## config.mk

```make
export PLATFORM = sky130hd
export DESIGN_NAME = slt_seq_compare
export DESIGN_NICKNAME = d
export VERILOG_FILES = /design/src/rtl/slt_seq_compare.sv
export SDC_FILE = /design/constraint.sdc
export NUM_CORES = 1
export LEC_CHECK = 0
export CORE_MARGIN = 2
export CORE_UTILIZATION = 35
export CTS_CLUSTER_DIAMETER = 200
export DETAILED_ROUTE_END_ITERATION = 10
export PLACE_DENSITY = 0.67
export SKIP_CTS_REPAIR_TIMING = 1
export SYNTH_ARGS = -nofsm -noshare
export SYNTH_HDL_FRONTEND = slang
export SYNTH_SLANG_ARGS = --single-unit
```

## constraint.sdc

```tcl
create_clock -name clk -period 3.3 [get_ports clk]
set_input_delay 0.495 -clock clk [delete_from_list [all_inputs] [get_ports clk]]
set_output_delay 0.495 -clock clk [all_outputs]
set_load 0.01 [all_outputs]
```

## src/rtl/slt_seq_compare.sv

```systemverilog
// Multi-cycle set-on-compare unit: SLT/SLTU/SEQ/SNE over WIDTH-bit operands,
// compared MSB-first one CHUNK-bit slice per clock, with valid/ready on both sides.
module slt_seq_compare #(
    parameter int WIDTH      = 32,
    parameter int CHUNK      = 8,
    parameter int EARLY_EXIT = 1
) (
    input  logic             clk,
    input  logic             reset,
    input  logic             in_valid,
    output logic             in_ready,
    input  logic [WIDTH-1:0] a,
    input  logic [WIDTH-1:0] b,
    input  logic [1:0]       op,
    output logic             out_valid,
    input  logic             out_ready,
    output logic [WIDTH-1:0] result,
    output logic             busy
);

    localparam int NCH = WIDTH / CHUNK;
    localparam int KW  = (NCH > 1) ? $clog2(NCH) : 1;
    localparam logic [KW-1:0] KTOP = KW'(NCH - 1);

    typedef enum logic [1:0] {
        IDLE = 2'd0,
        RUN  = 2'd1,
        DONE = 2'd2
    } state_t;

    typedef enum logic [1:0] {
        OP_SLT  = 2'b00,
        OP_SLTU = 2'b01,
        OP_SEQ  = 2'b10,
        OP_SNE  = 2'b11
    } op_t;

    state_t           state_q, state_d;
    logic [WIDTH-1:0] a_q, a_d;
    logic [WIDTH-1:0] b_q, b_d;
    op_t              op_q, op_d;
    logic [KW-1:0]    k_q, k_d;
    logic             decided_q, decided_d;
    logic             lt_q, lt_d;

    logic [CHUNK-1:0] sa, sb;
    logic             slice_ne;
    logic             res_bit;

    always_ff @(posedge clk) begin
        if (reset) begin
            state_q   <= IDLE;
            a_q       <= '0;
            b_q       <= '0;
            op_q      <= OP_SLT;
            k_q       <= KTOP;
            decided_q <= 1'b0;
            lt_q      <= 1'b0;
        end else begin
            state_q   <= state_d;
            a_q       <= a_d;
            b_q       <= b_d;
            op_q      <= op_d;
            k_q       <= k_d;
            decided_q <= decided_d;
            lt_q      <= lt_d;
        end
    end

    // Flipping both sign bits of the top slice turns the signed compare into an unsigned one.
    always_comb begin
        sa = a_q[int'(k_q)*CHUNK +: CHUNK];
        sb = b_q[int'(k_q)*CHUNK +: CHUNK];
        if (op_q == OP_SLT && k_q == KTOP) begin
            sa[CHUNK-1] = ~sa[CHUNK-1];
            sb[CHUNK-1] = ~sb[CHUNK-1];
        end
        slice_ne = (sa != sb);
    end

    always_comb begin
        state_d   = state_q;
        a_d       = a_q;
        b_d       = b_q;
        op_d      = op_q;
        k_d       = k_q;
        decided_d = decided_q;
        lt_d      = lt_q;

        unique case (state_q)
            IDLE: begin
                if (in_valid) begin
                    a_d       = a;
                    b_d       = b;
                    op_d      = op_t'(op);
                    k_d       = KTOP;
                    decided_d = 1'b0;
                    lt_d      = 1'b0;
                    state_d   = RUN;
                end
            end
            RUN: begin
                if (!decided_q && slice_ne) begin
                    decided_d = 1'b1;
                    lt_d      = (sa < sb);
                end
                if (k_q == '0 || (EARLY_EXIT != 0 && !decided_q && slice_ne)) begin
                    state_d = DONE;
                end else begin
                    k_d = k_q - KW'(1);
                end
            end
            DONE: begin
                if (out_ready) begin
                    state_d = IDLE;
                end
            end
            default: state_d = IDLE;
        endcase
    end

    always_comb begin
        unique case (op_q)
            OP_SLT, OP_SLTU: res_bit = decided_q & lt_q;
            OP_SEQ:          res_bit = ~decided_q;
            default:         res_bit = decided_q;
        endcase
        in_ready  = (state_q == IDLE);
        out_valid = (state_q == DONE);
        busy      = (state_q != IDLE);
        result    = '0;
        result[0] = out_valid & res_bit;
    end

endmodule

```

==> results of run 1 <==
metal layers:
layer	vias to the layer above	global-route usage, %	part of all wire (%)
met5	-	0	0
met2	75	25.4	48
met1	1293	19.6	45
li1	1429	-	-
met4	0	7.09	2.4
met3	14	3.70	4.8
power groups by stage:
stage	Sequential [W]	Clock, W	Combinational (W)
after floorplan	0.000997	0	0.000368
after global placement	0.00101	0	0.000484
after detailed placement	0.00102	0	0.000497
after CTS	0.000997	0.000797	0.000500
after global routing	0.00101	0.000837	0.000557
final	0.000998	0.000789	0.000494
through the flow:
step	instances	util, %	instance area, um2
2_1_floorplan	440	-	3560
3_3_place_gp	595	42.8	4150
3_5_place_dp	595	42.8	4150
4_1_cts	611	45.2	4380
5_1_grt	611	45.2	4380
6_report	611	45.2	4380
worst max-delay path, stage by stage (launching register included):
cell	delay, ns
dfxtp_1	0.33
buf_4	0.25
mux4_2	0.54
xor2_1	0.16
ha_1	0.32
and4_4	0.23
a21oi_2	0.09
or4_4	0.45
mux2i_1	0.13
flip-flops by register name, indices dropped and copies added, names as in the netlist:
signal	flops
a_q	32
lt_q	1
state_q	2
b_q	32
k_q	2
decided_q	1
op_q	2
cells in the final DEF, fill, tap and decap left out, types with 2 or more instances in the layout:
master           count
mux2i_1              3
a21o_1               2
a22oi_1              2
nor2_1               7
clkbuf_8            10
conb_1              31
nor3_1               3
nor2b_1              2
bufinv_16            2
mux4_2              16
clkinvlp_4           3
dfxtp_1             72
nand2_1            135
clkdlybuf4s50_1     72
a21oi_1             69
inv_1               13
ha_1                10
buf_4                7
cells by family after synthesis:
group / synth area share [%]
AOI/OAI and AO/OA: 12.0
xor gates and xnor gates: 0.508
adders and majority gates: 3.63
buffers and inverters: 12.0
DFF: 41.8
muxes: 11.6
other: 0.109
and+or+nand+nor: 18.3
cells in the mapped netlist, drive strengths merged:
library cell / instances
inv: 13
mux2: 1
mux2i: 3
nor2b: 2
nand2: 136
a21o: 2
o221ai: 1
a21oi: 70
or4: 1
clkbuf: 11
o32ai: 1
a31o: 1
conb: 1
buf: 47
mux4: 16
and4: 2
nand2b: 1
and2: 1
o21ai: 1
ha: 10
dfxtp: 72
nor3: 3
or4b: 1
nor3b: 1
a22oi: 2
xnor2: 1
nor2: 8
xor2: 1
cell type report:
cell class / instances / share of cell area [%]
inverter: 13 / 1.12
clock inverter: 6 / 2.09
clock buffer: 10 / 3.15
sequential: 72 / 32.9
multi-input combinational: 297 / 39.1
tap: 133 / 3.80
timing repair buffer: 80 / 17.8
path summary, 6_finish.rpt:
| path | from | cells after the start | to | slack (ns) |
|---|---|---|---|---|
| max | k_q[0] | 8 | k_q[1] | 0.68 |
| min | b_q[10] | 2 | b_q[10] | 0.46 |
| max reg2reg | k_q[0] | 8 | k_q[1] | 0.68 |
| min reg2reg | b_q[10] | 2 | b_q[10] | 0.46 |
==> flow_summary.ini, run 1 <==
[floorplan]
coreArea_mm2 = 0.00968
die_w_um = 103
start_util_pct = 35.6
dieArea_mm2 = 0.0107
die_y_um = 103
rows = 36
io_pins = 105

[placement]
io_buffers = 73
dp_slack_ns = 0.659
gp_congestion = 0.843
hpwlAfterDp_mm = 5.80

[cts]
cts_buffers = 9
clk_pin_slew_ns = 0.07
clkLatencyLatePin_ns = 0.36
cts.sinks = 72
cts_buffer_depth = 2
cts-root-buf = clkbuf_8
cts_tree = built
h-tree-depth = 3

[synth]
syn_inst = 410
yosys_warnings = 0
synth.top_cells.by_area = dfxtp_1, nand2_1, mux4_2, a21oi_1, buf_4
ys_types = 34
ys_seq_elements = 72
yosysSeqAreaShare_pct = 41.8
synth_top_area_share_pct = 41.8
synth.largest_area_cell = dfxtp_1
syn_avg_cell_area_um2 = 8.41
syn_area_mm2 = 0.00345

[timing]
drv_slew = 0
final.setup.worst_slack_ns = 0.679
holdWs_ns = 0.458
rsz0062_at_grt = no
setup_tns_ns = 0
setup_viol = 0
finalCritPeriodShare_pct = 79.4
slew_headroom_pct = 47.6
clock_skew_ns = 0.00658
min_period_ns = 2.62
tightest_slew_ns = 0.785
finalHoldViolations = 0
fmax_ghz = 0.382

[run]
cap_violations = 0

[power_and_ir_drop]
power.density_mw_per_mm2 = 521
p_leak_nw = 1.75
pwr-share-comb_pct = 21.7
seqPwrFrac_pct = 43.8
p_total_w = 0.00228
p_int_w = 0.00164
irDropWorstVdd_v = 0.000200
p_sw_w = 0.000646
power.share.switching_pct = 28.3
clockPowerShare_pct = 34.6

[route]
routed_wl_mm = 7.78
dr.pass1.iters = 4
num_vias = 2811
drcViolationCount = 0
drt_iter0_drc = 103
wire_per_inst_um = 12.7
viasPerCell = 4.60
ant_nets = 0

[layout]
diodes = 0
multi_input_area_mm2 = 0.00171
nFillCells = 953
drive_gt1_share_pct = 10.0
nets = 553
area_growth_pct = 26.8
regArea_mm2 = 0.00144

[global_routing]
first_global_vias = 2705
grt-ovfl-total = 0
grt_pass1_wl_mm = 12.6
grt_max_degree = 47
antenna_found_initial = 0
grt_usage_pct = 15.6

[setup_path]
arrival_ns = 2.86
crit_fanout = 14
required_ns = 3.54
end_kind = flop
critPathKind = reg2reg
startpoint_type = flop

[worst_hold_path]
hp-class = reg2reg

[run_status]
status = complete, no violations
No activity file was read; power rests on OpenSTA's default activity.
==> run 2: changes to the inputs <==
==> constraint.sdc (replaced) <==
create_clock -name clk -period 2.75 [get_ports clk]
set_input_delay 0.4125 -clock clk [delete_from_list [all_inputs] [get_ports clk]]
set_output_delay 0.4125 -clock clk [all_outputs]
set_load 0.01 [all_outputs]
==> run 2 against run 1 <==
Clock skew rose by 0.0047 ns. Wire length fell by 3.1%. Combinational power up 22%. Setup slack worse by 0.47 ns. Final cell count is 0.16% higher. Die area is the same. Global-route usage down 0.32 points. Core utilization rose by 0.59 points. Final area increased by 1.3%. Fmax is 3.0% higher. Critical path depth unchanged. Clock power rose by 41%.
==> flow_summary.ini, run 2 (synthesized netlist as in run 1, its figures left out) <==
[run_status]
status = complete, no violations

[route]
dr.pass1.iters = 6
wire_per_inst_um = 12.3
num_vias = 2796
viasPerCell = 4.57
routed_wl_mm = 7.53
drt_iter0_drc = 171
drcViolationCount = 0
ant_nets = 0

[setup_path]
cp_top_family = multiplexers
end_kind = flop
required_ns = 2.99
crit_path_cell_trace = buf_4 > mux4_2 > xor2_1 > ha_1 > and4_4 > a21oi_2 > or4_4 > mux2i_1
startpoint_type = flop
crit_fanout = 12
cp-startpoint = k_q[0]
slowest_stage = mux4_2
max_stage_delay_ns = 0.53
critPathKind = reg2reg
arrival_ns = 2.78
r2r-start = k_q[0]
crit_buf_inv = 1

[layout]
drive_gt1_share_pct = 10.2
fin_area_mm2 = 0.00443
largestRegisters = a_q x32, b_q x32
nFillCells = 948
nets = 554
diodes = 0
mostFrequentLayoutCell = nand2_1
final_cell_mix = nand2_1, dfxtp_1, clkdlybuf4s50_1
area_growth_pct = 28.5

[timing]
rsz0062_at_grt = no
drv_slew = 0
fmax_ghz = 0.393
setup_tns_ns = 0
slew_headroom_pct = 63.8
clock_skew_ns = 0.0113
setup_viol = 0
tightest_slew_ns = 0.543
finalHoldViolations = 0
finalCritPeriodShare_pct = 92.5
min_period_ns = 2.54

[global_routing]
grt-ovfl-total = 0
grt_usage_pct = 15.2
first_global_vias = 2720
antenna_found_initial = 0
grt_pass1_wl_mm = 12.3
grt_max_degree = 46

[floorplan]
rows = 36
coreArea_mm2 = 0.00968
die_y_um = 103
start_util_pct = 35.6
io_pins = 105
die_w_um = 103
dieArea_mm2 = 0.0107

[run]
cap_violations = 0

[power_and_ir_drop]
irDropWorstVdd_v = 0.000278
p_leak_nw = 1.79
power.density_mw_per_mm2 = 655
p_total_w = 0.00290

[cts]
clkLatencyLatePin_ns = 0.36
cts.sinks = 72
h-tree-depth = 3
cts-root-buf = clkbuf_8
cts_buffers = 9
cts_buffer_depth = 2
cts_tree = built
clk_pin_slew_ns = 0.07

[worst_hold_path]
min_from = a_q[7]
hp-class = reg2reg

[placement]
io_buffers = 73
gp_congestion = 0.873
hpwlAfterDp_mm = 5.61
postPlaceCellArea_mm2 = 0.00417
[run 2: changes by cell type in the layout (fill, tap and decap cells not counted)]
cell,change
bufinv_16,+2
clkbuf_8,-1
clkinv_4,+1
clkinvlp_4,-3
clkinv_2,+1
buf_12,+1
[run 2: final timing paths]
| check | slack (ns) | to | cells after the start |
|---|---|---|---|
| worst max register to register | 0.21 | k_q[1] | 8 |
| worst max-delay path | 0.21 | k_q[1] | 8 |
| worst min register to register | 0.46 | a_q[7] | 2 |
| worst min-delay path | 0.46 | a_q[7] | 2 |
[run 2: area by class of cell]
cell class	count	area (um2)	share of cell area, %
Sequential cell	72	1440	32.5
Clock inverter	7	143	3.22
Multi-Input combinational cell	297	1710	38.6
Clock buffer	9	124	2.79
Timing Repair Buffer	81	798	18.0
Inverter	13	48.8	1.10
Tap cell	133	166	3.75
[run 2: metal layers]
metal | global-route usage [%] | vias up | wire [um]
li1 | - | 1427 | -
met1 | 18.9 | 1276 | 3270
met2 | 24.5 | 85 | 3660
met3 | 4.57 | 8 | 492
met4 | 6.98 | 0 | 113
met5 | 0 | - | 0
[run 2: power by group]
part | total [W] | internal, W | switching (W)
sequential | 0.00120 | 0.00114 | 0.0000577
combinational | 0.000602 | 0.000299 | 0.000303
clock | 0.00111 | 0.000697 | 0.000410
total | 0.00290 | 0.00213 | 0.000771
[run 2: worst reg2reg max path: stages (launching register included)]
cell and delay, ns:
dfxtp_1 0.34, buf_4 0.23, mux4_2 0.53, xor2_1 0.16
ha_1 0.31, and4_4 0.22, a21oi_2 0.06, or4_4 0.44
mux2i_1 0.14
[run 2: per-stage QoR]
step	hold WS (ns)	utilization (%)	setup slack (ns)	instances
6_report	0.456	45.8	0.206	612
5_1_grt	0.475	45.8	0.0704	612
4_1_cts	0.458	45.8	0.198	612
3_5_place_dp	0.447	43.0	0.214	596
3_3_place_gp	0.441	43.0	0.247	596
2_1_floorplan	0.433	-	0.164	440
==> run 3: changes to the inputs <==
--- a/config.mk
+++ b/config.mk
@@ -8,8 +8,9 @@
 export CORE_MARGIN = 2
 export CORE_UTILIZATION = 35
 export CTS_CLUSTER_DIAMETER = 200
+export CTS_CLUSTER_SIZE = 24
 export DETAILED_ROUTE_END_ITERATION = 10
-export PLACE_DENSITY = 0.67
+export PLACE_DENSITY = 0.63
 export SKIP_CTS_REPAIR_TIMING = 1
 export SYNTH_ARGS = -nofsm -noshare
 export SYNTH_HDL_FRONTEND = slang
==> run 3 against run 2 <==
Largest cell class unchanged. Register-to-register slack about the same. Setup slack better by 0.0032 ns. Core utilization down 0.80 points. Die area unchanged. Critical path type unchanged.
==> flow_summary.ini, run 3 (synthesized netlist as in run 1, its figures left out) <==
[power_and_ir_drop]
irDropWorstVdd_v = 0.000325
power.density_mw_per_mm2 = 584
pwr-share-comb_pct = 24.3
clockPowerShare_pct = 28.5
seqPwrFrac_pct = 47.2
power.share.switching_pct = 29.5
p_sw_w = 0.000749
p_int_w = 0.00179
p_leak_nw = 1.75

[layout]
nets = 557
fin_area_mm2 = 0.00436
area_growth_pct = 26.3
mostFrequentLayoutCell = nand2_1
regArea_mm2 = 0.00144
drive_gt1_share_pct = 10.2
diodes = 0
final_cell_mix = nand2_1, dfxtp_1, clkdlybuf4s50_1
nFillCells = 979
multi_input_area_mm2 = 0.00171
largestRegisters = a_q x32, b_q x32

[setup_path]
crit_fanout = 8
cp_top_family = simple AND/OR/NAND/NOR gates
startpoint_type = flop
max_stage_delay_ns = 0.52
critPathKind = reg2reg
required_ns = 2.98
slowest_stage = dfxtp_1
arrival_ns = 2.78
end_kind = flop
r2r_end = k_q[0]
cpMostUsedCell = ha_1
r2r-start = k_q[1]
ff2ff_path_depth = 8
r2r_setup_slack_ns = 0.21
crit_buf_inv = 0
crit_path_cell_trace = ha_1 > nor3b_1 > xor2_1 > ha_1 > and4_4 > a21oi_2 > or4_4 > mux2i_1

[floorplan]
io_pins = 105
die_w_um = 103
start_util_pct = 35.6
dieArea_mm2 = 0.0107
rows = 36
die_y_um = 103
coreArea_mm2 = 0.00968

[timing]
finalCritPeriodShare_pct = 92.4
drv_slew = 0
clock_skew_ns = 0.00955
slew_headroom_pct = 62.0
tightest_slew_ns = 0.567
setup_tns_ns = 0
min_period_ns = 2.54
rsz0062_at_grt = no
finalHoldViolations = 0
fmax_ghz = 0.394
setup_viol = 0

[placement]
hpwlAfterDp_mm = 5.98
io_buffers = 73
postPlaceCellArea_mm2 = 0.00419
gp_congestion = 0.830

[run_status]
status = complete, no violations

[cts]
cts_buffers = 9
cts.sinks = 72
clkLatencyLatePin_ns = 0.36
cts_buffer_depth = 2
cts-root-buf = clkbuf_8
clk_pin_slew_ns = 0.07
h-tree-depth = 3
cts_tree = built

[worst_hold_path]
hp-class = reg2reg
worstHoldPathCells = 2
hold_end = a_q[30]
min_from = a_q[30]

[global_routing]
grt_pass1_wl_mm = 12.7
grt-ovfl-total = 0
grt_usage_pct = 15.5
first_global_vias = 2664
antenna_found_initial = 0
grt_max_degree = 38

[route]
drcViolationCount = 0
num_vias = 2816
drt_iter0_drc = 71
wire_per_inst_um = 12.8
dr.pass1.iters = 4
ant_nets = 0
routed_wl_mm = 7.87
viasPerCell = 4.58

[run]
cap_violations = 0
-- run 3: cell type report --
class                      count  share of cell area, %
clock buffer                  13                   3.42
timing repair buffer          84                   18.8
sequential                    72                   33.1
multi-input combinational    297                   39.3
inverter                      13                   1.12
tap                          133                   3.82
clock inverter                 3                  0.402
-- run 3: worst max-delay path by stage --
stage               depth (start not counted)     end   start  slack, ns
floorplan                                   8  k_q[1]  k_q[0]       0.16
global placement                            8  k_q[0]  k_q[0]       0.31
detailed placement                          8  k_q[0]  k_q[1]       0.23
CTS                                         8  k_q[0]  k_q[1]       0.20
global route                                8  k_q[0]  k_q[1]       0.08
finish                                      8  k_q[0]  k_q[1]       0.21
-- run 3: power by group through the flow --
| stage | registers (W) | logic [W] | clock network (W) |
|---|---|---|---|
| after CTS | 0.00120 | 0.000623 | 0.000739 |
| after floorplan | 0.00120 | 0.000442 | 0 |
| final | 0.00120 | 0.000618 | 0.000726 |
| after global placement | 0.00122 | 0.000603 | 0 |
| after global routing | 0.00121 | 0.000690 | 0.000788 |
| after detailed placement | 0.00122 | 0.000617 | 0 |
-- run 3: worst reg2reg max path: stages, from the launching register on --
cell	delay (ns)
dfxtp_1	0.52
ha_1	0.21
nor3b_1	0.34
xor2_1	0.12
ha_1	0.33
and4_4	0.24
a21oi_2	0.06
or4_4	0.46
mux2i_1	0.14
-- run 3: stage by stage --
step / std cells / power, W / setup slack [ns] / util [%] / hold slack [ns]
finish: 615 / 0.00254 / 0.209 / 45.0 / 0.456
global route: 615 / 0.00269 / 0.0844 / 45.0 / 0.477
CTS: 615 / 0.00256 / 0.201 / 45.0 / 0.457
detailed placement: 599 / 0.00184 / 0.233 / 43.3 / 0.448
global placement: 599 / 0.00183 / 0.311 / 43.3 / 0.446
floorplan: 440 / 0.00164 / 0.164 / - / 0.433
-- run 3: metal layers --
layer	vias to the layer above	global-route usage, %	wire length [um]
met2	73	26.2	4010
met5	-	0	0
met3	11	3.43	349
met1	1299	19.5	3380
met4	0	5.87	123
li1	1433	-	-
